[src/rtl/pci_pkg.sv]
// Shared definitions for the PCI arbiter: FSM states, parameter defaults and width helpers.
package pci_pkg;

  localparam int unsigned N_MASTERS_DEF   = 4;
  localparam int unsigned GNT_TIMEOUT_DEF = 16;

  typedef enum logic [1:0] {
    ST_IDLE  = 2'd0,
    ST_GRANT = 2'd1,
    ST_BUSY  = 2'd2,
    ST_TURN  = 2'd3
  } arb_state_e;

  function automatic int unsigned idx_w(input int unsigned n);
    return (n > 1) ? $clog2(n) : 1;
  endfunction

  // Timeout counter is at least 4 bits and wide enough to hold the timeout value.
  function automatic int unsigned cnt_w(input int unsigned t);
    int unsigned w;
    w = $clog2(t + 1);
    return (w < 4) ? 4 : w;
  endfunction

endpackage

[src/rtl/pci_arbiter_rr_pick.sv]
// Combinational round-robin picker: first active request at or after the pointer, wrapping.
module rr_pick
  import pci_pkg::*;
#(
  parameter int unsigned N  = N_MASTERS_DEF,
  parameter int unsigned IW = idx_w(N)
) (
  input  logic [N-1:0]  i_req,
  input  logic [IW-1:0] i_ptr,
  output logic [IW-1:0] o_idx_c,
  output logic          o_valid_c
);

  logic [IW-1:0] w_cand;

  always_comb begin
    o_idx_c   = '0;
    o_valid_c = 1'b0;
    w_cand    = '0;
    for (int unsigned k = 0; k < N; k++) begin
      w_cand = IW'((32'(i_ptr) + k) % N);
      if (!o_valid_c && i_req[w_cand]) begin
        o_valid_c = 1'b1;
        o_idx_c   = w_cand;
      end
    end
  end

endmodule

[src/rtl/pci_arbiter.sv]
// PCI bus arbiter: round-robin grant, grant timeout, pre-emption while busy, one-cycle turnaround.
module pci_arbiter
  import pci_pkg::*;
#(
  parameter int unsigned N_MASTERS   = N_MASTERS_DEF,
  parameter int unsigned GNT_TIMEOUT = GNT_TIMEOUT_DEF
) (
  input  logic                 CLK,
  input  logic                 RST,
  input  logic [N_MASTERS-1:0] REQ,
  input  logic                 FRAME,
  input  logic                 IRDY,
  output logic [N_MASTERS-1:0] GNT,
  output logic [1:0]           OWNER,
  output logic                 BUS_BUSY
);

  localparam int unsigned IDX_W = idx_w(N_MASTERS);
  localparam int unsigned CNT_W = cnt_w(GNT_TIMEOUT);

  arb_state_e           r_state, w_state_nxt;
  logic [N_MASTERS-1:0] r_gnt, w_gnt_nxt;
  logic [IDX_W-1:0]     r_owner, w_owner_nxt;
  logic [IDX_W-1:0]     r_ptr, w_ptr_nxt;
  logic [CNT_W-1:0]     r_cnt, w_cnt_nxt;
  logic                 r_bus_busy;

  logic [N_MASTERS-1:0] w_req_act;
  logic [N_MASTERS-1:0] w_owner_mask;
  logic [IDX_W-1:0]     w_pick_idx;
  logic                 w_pick_valid;
  logic [IDX_W-1:0]     w_ptr_inc;
  logic [CNT_W-1:0]     w_cnt_inc;
  logic                 w_bus_idle;
  logic                 w_other_req;

  // Active-high request view; anything other than a clean 0 counts as not requesting.
  always_comb begin
    w_req_act = '0;
    for (int i = 0; i < int'(N_MASTERS); i++) begin
      w_req_act[i] = (REQ[i] === 1'b0);
    end
  end

  rr_pick #(
    .N  (N_MASTERS),
    .IW (IDX_W)
  ) u_rr_pick (
    .i_req     (w_req_act),
    .i_ptr     (r_ptr),
    .o_idx_c   (w_pick_idx),
    .o_valid_c (w_pick_valid)
  );

  assign w_bus_idle   = FRAME & IRDY;
  assign w_owner_mask = N_MASTERS'(1) << r_owner;
  assign w_other_req  = |(w_req_act & ~w_owner_mask);
  assign w_ptr_inc    = (w_pick_idx == IDX_W'(N_MASTERS - 1)) ? '0 : w_pick_idx + IDX_W'(1);
  assign w_cnt_inc    = (r_cnt == '1) ? r_cnt : r_cnt + CNT_W'(1);

  always_ff @(posedge CLK) begin
    if (RST) begin
      r_state    <= ST_IDLE;
      r_gnt      <= '1;
      r_owner    <= '0;
      r_ptr      <= '0;
      r_cnt      <= '0;
      r_bus_busy <= 1'b0;
    end else begin
      r_state    <= w_state_nxt;
      r_gnt      <= w_gnt_nxt;
      r_owner    <= w_owner_nxt;
      r_ptr      <= w_ptr_nxt;
      r_cnt      <= w_cnt_nxt;
      r_bus_busy <= ~w_bus_idle;
    end
  end

  always_comb begin
    w_state_nxt = r_state;
    w_gnt_nxt   = r_gnt;
    w_owner_nxt = r_owner;
    w_ptr_nxt   = r_ptr;
    w_cnt_nxt   = '0;
    case (r_state)
      ST_IDLE: begin
        w_gnt_nxt = '1;
        if (w_pick_valid) begin
          w_state_nxt = ST_GRANT;
          w_gnt_nxt   = ~(N_MASTERS'(1) << w_pick_idx);
          w_owner_nxt = w_pick_idx;
          w_ptr_nxt   = w_ptr_inc;
        end
      end
      ST_GRANT: begin
        if (!FRAME) begin
          w_state_nxt = ST_BUSY;
        end else if (!w_req_act[r_owner]) begin
          w_state_nxt = ST_TURN;
          w_gnt_nxt   = '1;
        end else if (w_cnt_inc >= CNT_W'(GNT_TIMEOUT)) begin
          w_state_nxt = ST_TURN;
          w_gnt_nxt   = '1;
        end else begin
          w_cnt_nxt = w_cnt_inc;
        end
      end
      ST_BUSY: begin
        // A competing request only withdraws the grant; the transfer runs to bus idle.
        if (w_bus_idle) begin
          w_state_nxt = ST_TURN;
          w_gnt_nxt   = '1;
        end else if (w_other_req) begin
          w_gnt_nxt = '1;
        end
      end
      ST_TURN: begin
        w_state_nxt = ST_IDLE;
        w_gnt_nxt   = '1;
      end
      default: begin
        w_state_nxt = ST_IDLE;
        w_gnt_nxt   = '1;
      end
    endcase
  end

  assign GNT      = r_gnt;
  assign OWNER    = 2'(r_owner);
  assign BUS_BUSY = r_bus_busy;

endmodule

[config.mk]
export PLATFORM = sky130hd
export DESIGN_NAME = pci_arbiter
export DESIGN_NICKNAME = d
export VERILOG_FILES = /design/src/rtl/pci_pkg.sv /design/src/rtl/pci_arbiter_rr_pick.sv /design/src/rtl/pci_arbiter.sv
export SDC_FILE = /design/constraint.sdc
export NUM_CORES = 1
export LEC_CHECK = 0
export BUFFER_PORTS_ARGS = -buffer_cell sky130_fd_sc_hd__buf_2
export CAP_MARGIN = 20
export CORE_UTILIZATION = 58
export CTS_CLUSTER_DIAMETER = 30
export DETAILED_ROUTE_END_ITERATION = 16
export MAX_ROUTING_LAYER = met4
export PLACE_DENSITY = 0.83
export SLEW_MARGIN = 5
export SYNTH_ARGS = -nofsm -noshare
export SYNTH_HDL_FRONTEND = slang
export SYNTH_SLANG_ARGS = --single-unit
[constraint.sdc]
create_clock -name CLK -period 4.7 [get_ports CLK]
set_input_delay 0.94 -clock CLK [delete_from_list [all_inputs] [get_ports CLK]]
set_output_delay 0.94 -clock CLK [all_outputs]
set_load 0.05 [all_outputs]
Word level (Yosys, flattened, before mapping) --
Cells that the tools add are included.
Cells by class: add/subtract/negate cells 5, $lt $le $gt $ge 6, equal/unequal tests 15, shift operators 2, muxes and demuxes 33, bitwise gates (word level) 8, reduce and logical (&&, ||, !) cells 12
Operator list (number):
- $mux W4 | 6
- $mux W2 | 10
- $pmux W4 S4 | 1
- $lt A2 B3 Y1 const B | 5
- $bmux W1 S2 | 5
- $mux W1 | 9
- $not A4 Y4 | 2
- $pmux W2 S4 | 1
- $shl A1 B2 Y4 const A | 2
- $eq A2 B2 Y1 const B | 3
- $ne A3 B3 Y1 const B | 2
- $reduce_and A3 Y1 | 2
- $add A5 B1 Y5 const B | 1
- $eq A5 B5 Y1 const B | 1
- $ge A5 B5 Y1 const B | 1
- $mux W5 | 1
- $reduce_or A5 Y1 | 1
- $add A2 B1 Y2 const B | 2
- $add A2 B2 Y2 const B | 2
- $and A4 B4 Y4 | 1
- $eqx A1 B1 Y1 const B | 4
- $ne A2 B2 Y1 const B | 2
- $ne A4 B4 Y1 const B | 1
- $not A1 Y1 | 4
- 8 further kinds | 12
Storage, ports and cells: register bits after elaboration 16, input port bits 8, output and inout bits 7, logic and storage cells 87

Longest topological paths before layout --
word-level depth 17, depth in mapped cells 7, gate-level depth less buffers 7

Hierarchy --
From an unflattened synthesis, not the netlist that was laid out.
Unflattened totals: cells, all modules 110, area total of the unflattened synthesis 927.1 um2
Modules (own cells, without submodules):
- pci_arbiter | instances 1, cells each 95, area an instance 849.6 um2, seq. area each 320.3 um2
- rr_pick | instances 1, cells each 15, area an instance 77.6 um2, seq. area each 0.0 um2

Worst setup path before layout --
OpenSTA, ideal clock, no wires.
path kind input to register, from in REQ[3], to reg r_gnt[0], in the netlist GNT[0], setup time 0.072 ns, data arrival time 2.147 ns, data required time 4.628 ns, setup slack 2.482 ns, stages 4, path buffers 0, cell sequence mux4_2 -> nor4b_4 -> a221o_2 -> mux2i_1
On the way: longest elaborated chain between the ends 17, elaborated cells on any way between the ends 36, those cells by class 3 x eq/ne; 1 x shift; 22 x mux; 2 x bitwise; 8 x reduce/logical
Ends and longest elaborated chain:
- start: declaration | line pci_arbiter.sv:10 | input logic [N_MASTERS-1:0] REQ,
- $eqx A1 B1 Y1 (*) | line pci_arbiter.sv:41 | w_req_act[i] = (REQ[i] === 1'b0);
- $bmux W1 S2 | line pci_arbiter_rr_pick.sv:22 | if (!o_valid_c && i_req[w_cand]) begin
- $mux W1 (implied by the code) | line pci_arbiter_rr_pick.sv:22
- $mux W1 | line pci_arbiter_rr_pick.sv:22
- $logic_not A1 Y1 | line pci_arbiter_rr_pick.sv:22
- $logic_and A1 B1 Y1 | line pci_arbiter_rr_pick.sv:22
- $mux W1 | line pci_arbiter_rr_pick.sv:22
- $logic_not A1 Y1 | line pci_arbiter_rr_pick.sv:22
- $logic_and A1 B1 Y1 | line pci_arbiter_rr_pick.sv:22
- $mux W1 | line pci_arbiter_rr_pick.sv:22
- $logic_not A1 Y1 | line pci_arbiter_rr_pick.sv:22
- $logic_and A1 B1 Y1 | line pci_arbiter_rr_pick.sv:22
- $mux W2 | line pci_arbiter_rr_pick.sv:22
- $shl A1 B2 Y4 | line pci_arbiter.sv:90 | w_gnt_nxt = ~(N_MASTERS'(1) << w_pick_idx);
- $not A4 Y4 | line pci_arbiter.sv:90
- $mux W4 | line pci_arbiter.sv:88 | if (w_pick_valid) begin
- $pmux W4 S4 | line pci_arbiter.sv:85 | case (r_state)
- end signal: assignment | line pci_arbiter.sv:71 | r_gnt <= w_gnt_nxt;
- end: declaration | line pci_arbiter.sv:22 | logic [N_MASTERS-1:0] r_gnt, w_gnt_nxt;
Mark *: on every way between the ends. The rest lies on a longest branch, timed or not. The select of a mux whose other input is x is not followed. A chain may end at the register's enable or synchronous reset.

Worst setup path in the final report --
from in REQ[3], to reg r_gnt[2], in the netlist GNT[2]
On the way: longest elaborated chain between the ends 17, elaborated cells on any way between the ends 36, those cells by class 3 x eq/ne; 1 x shift; 22 x mux; 2 x bitwise; 8 x reduce/logical
Ends and longest elaborated chain:
- $eqx A1 B1 Y1 (*) | line pci_arbiter.sv:41
- $bmux W1 S2 | line pci_arbiter_rr_pick.sv:22
- $mux W1 (implied by the code) | line pci_arbiter_rr_pick.sv:22
- $mux W1 | line pci_arbiter_rr_pick.sv:22
- $logic_not A1 Y1 | line pci_arbiter_rr_pick.sv:22
- $logic_and A1 B1 Y1 | line pci_arbiter_rr_pick.sv:22
- $mux W1 | line pci_arbiter_rr_pick.sv:22
- $logic_not A1 Y1 | line pci_arbiter_rr_pick.sv:22
- [... 2 more ...]
- $logic_not A1 Y1 | line pci_arbiter_rr_pick.sv:22
- $logic_and A1 B1 Y1 | line pci_arbiter_rr_pick.sv:22
- $mux W2 (*) | line pci_arbiter_rr_pick.sv:22
- net u_rr_pick.o_idx_c[0] | line pci_arbiter_rr_pick.sv:10 | output logic [IW-1:0] o_idx_c,
- $shl A1 B2 Y4 (*) | line pci_arbiter.sv:90
- $not A4 Y4 (*) | line pci_arbiter.sv:90
- $mux W4 (*) | line pci_arbiter.sv:88
- $pmux W4 S4 (*) | line pci_arbiter.sv:85
Mark *: on every way through the listed nets, which the timed path passes. The rest lies on a longest branch. The select of a mux whose other input is x is not followed.

==> run summary <==
DR vias -> 794
Largest family of logic cells by synthesized area -> simple AND/OR/NAND/NOR gates
Port bufs -> 14
Placed Cells -> 133
Slew Limit Fails -> 0
WL final -> 1.75 mm
Max-cap violations -> 0
Area taken by multi-input logic gates -> 628 um2
Final setup violation count -> 0
Share of cells above drive strength 1 -> 0.198
Max clock buf depth -> 2
Detail Route Antenna Nets -> 0
Worst hold path startpoint -> r_ptr[0]
Leakage -> 0.472 nW
Synth warn -> 0
Post-cts resize count -> 0
Status -> finished, final reports clean
Reg2reg setup slack -> 2.80 ns
Final net count -> 139
Drt initial violations -> 5
Worst EP arrival -> 2.41 ns
Final period util -> 0.462
Synth Area in Compound Gates -> 0.166
DP Wirelength -> 1.30 mm
Skew final -> 0.0138 ns
Area growth from synthesis to layout -> 12.6%
Core area -> 1540 um2
WL/cell -> 12.8 um
DR vias/cell -> 5.80
CP max stage delay -> 0.58 ns
Req. time, crit path -> 4.94 ns
Critical path capture point type -> flop
Setup tns final -> 0 ns
N_diodes -> 0
Part of the Yosys area used for sequential elements -> 0.330
Worst setup path class -> in2reg
Largest net degree at the start of global routing -> 16
Worst Reg-to-Reg Cells -> 4
Reg2reg start -> OWNER[1]
Filler cell count -> 132
Clk sinks -> 16
Gr ovfl total -> 0
Asr flop ratio synth -> 0
Hold Crit Depth -> 2
Clock Latency Late Sink -> 0.30 ns
Worst path bufs/invs -> 2
Post-route setup slack -> 2.53 ns
Worst flop-to-flop path endpoint -> r_cnt[2]
Worst rel slew slack -> 0.567
Postcts setup bufs -> 0
Crit start category -> input port
Syn_area_per_cell -> 9.34 um2
Ys flop type -> dfxtp_1
Uppermost layer routed -> met4
Crit-path slowest cell -> a221oi_1
Xor/xnor share of the synthesized area -> 0.0271
Total track usage -> 0.237
Fin cells -> 137
Yosys reg bits -> 16
Top cell type by total area after synthesis -> dfxtp_1
FP Rows -> 14
CTS tree -> yes
Crit path max-delay family -> compound AO/OA/AOI/OAI gates
Worst Hold Path EP -> r_ptr[0]
Initial Utilization -> 0.630
Clk slew on worst S/H paths -> 0.10 ns
Hold_buf cts -> 0
Cells along the critical path -> buf_2 -> o21bai_1 -> a221oi_1 -> inv_1 -> ha_1 -> and2_1 -> mux2i_1
Met1 wire length -> 842 um
Die Area -> 1840 um2
DR WL met3 -> 52 um
Post-synthesis simple-gate area fraction -> 0.238
Clk root buf -> clkbuf_4
Mux contribution to synthesized area -> 0.0954
Synthesized area -> 971 um2
Fmax achieved -> 0.461 GHz
Unique masters post-synth -> 38
Worst-path fanout max -> 7
Final Hold Viols -> 0
I/O pin count -> 15
Global-route wire length before repair -> 3.07 mm
Worst slew pin tran -> 0.649 ns
H-tree levels -> 1
Top cells by area, synth -> dfxtp_1, ha_1, mux2i_1
Tmin final -> 2.17 ns
Vias in the first global route -> 708
Die W -> 42.9 um
Final GP Congestion -> 0.829
Mapped Cells -> 104
Pre-antenna DRT Iters -> 3
Syn nets -> 121
Adder-cell share of the synthesized area -> 0.116
# DRC -> 0
Min-Delay Path Class -> reg2reg
Number of flops mapped to enable cells by yosys -> 0
Cell Pwr Density -> 518 nW/um2
RSZ-0062 raised after global routing -> no
Die height -> 42.9 um
Share of the synthesized area in the top cell type -> 0.330
Setup WS pre-CTS -> 2.22 ns
Register area -> 320 um2
Antenna violations before repair -> 0
Cell depth of the worst setup path -> 7
DR WL met2 -> 805 um
CTS buffer count -> 3
Max rail drop VDD -> 0.293 mV
==> worst max path at each step <==
stage                 from     end  slack [ns]
floorplan           REQ[3]  GNT[0]        2.48
global placement    REQ[3]  GNT[2]        2.23
detailed placement  REQ[3]  GNT[2]        2.22
CTS                 REQ[3]  GNT[2]        2.53
global route        REQ[3]  GNT[0]        2.35
finish              REQ[3]  GNT[2]        2.53
==> state kept, by name, summed over array words and instances, names as in the netlist <==
| name | flops |
|---|---|
| r_cnt | 5 |
| GNT | 4 |
| OWNER | 2 |
| r_ptr | 2 |
| r_state | 2 |
| BUS_BUSY | 1 |
==> power by group <==
group	internal, W	leakage, nW	switching, W
logic	0.000116	0.319	0.000163
registers	0.000166	0.131	0.0000286
clock network	0.0000473	0.0210	0.0000456
total	0.000329	0.472	0.000237
==> worst register-to-register path, stage by stage, from the launching register on <==
cell and delay [ns]:
dfxtp_1 0.46, mux4_2 0.56, nor4b_4 0.36, nand3b_1 0.22, a21oi_1 0.21
==> layout make-up <==
class | count | share of cell area
Tap cell | 16 | 0.0183
Clock buffer | 4 | 0.0332
Sequential cell | 16 | 0.293
Multi-Input combinational cell | 82 | 0.574
Timing Repair Buffer | 14 | 0.0641
Inverter | 5 | 0.0172
==> cell families (layout without fill, tap and decap cells) <==
| logic type | after synthesis | in the layout |
|---|---|---|
| and+or+nand+nor | 39 | 39 |
| AOI/OAI and AO/OA | 22 | 22 |
| DFF | 16 | 16 |
| adders and majority gates | 9 | 9 |
| muxes | 8 | 8 |
| buffers and inverters | 6 | 23 |
| xor gates and xnor gates | 3 | 3 |
| other | 1 | 1 |
==> placed cells by master, fill, tap and decap left out, types with 2 or more instances in the layout <==
master and n:
a211oi_1 2, a21oi_1 7, and2_1 5, buf_2 14, clkbuf_4 3, dfxtp_1 16
ha_1 9, inv_1 5, mux2i_1 7, nand2_1 6, nand2b_1 6, nand3_1 3
nor2_1 8, nor2b_1 2, o21ai_0 2, xnor2_1 2
==> stage by stage <==
stage                      util  total power, W  cell area (um2)  hold slack, ns
after floorplan               -        0.000419              971           0.442
after global placement    0.686        0.000469             1060           0.466
after detailed placement  0.686        0.000478             1060           0.473
after CTS                 0.709        0.000571             1090           0.496
after global routing      0.709        0.000617             1090           0.531
final                     0.709        0.000567             1090           0.494
==> synthesized netlist by cell type, drive strengths merged (2+ instances only) <==
cell / count
mux2i: 7
dfxtp: 16
nand3: 3
ha: 9
nor2b: 2
nand2b: 6
inv: 5
o21ai: 2
a221oi: 2
xnor2: 2
a211oi: 2
and2: 5
nor2: 8
a21oi: 8
nand2: 6
==> per-layer routing <==
| metal | track usage | up-vias |
|---|---|---|
| li1 | - | 403 |
| met1 | 0.298 | 372 |
| met4 | 0.150 | 0 |
| met5 | - | - |
| met2 | 0.342 | 15 |
| met3 | 0.0511 | 4 |
Power figures use the tool's default switching activity.
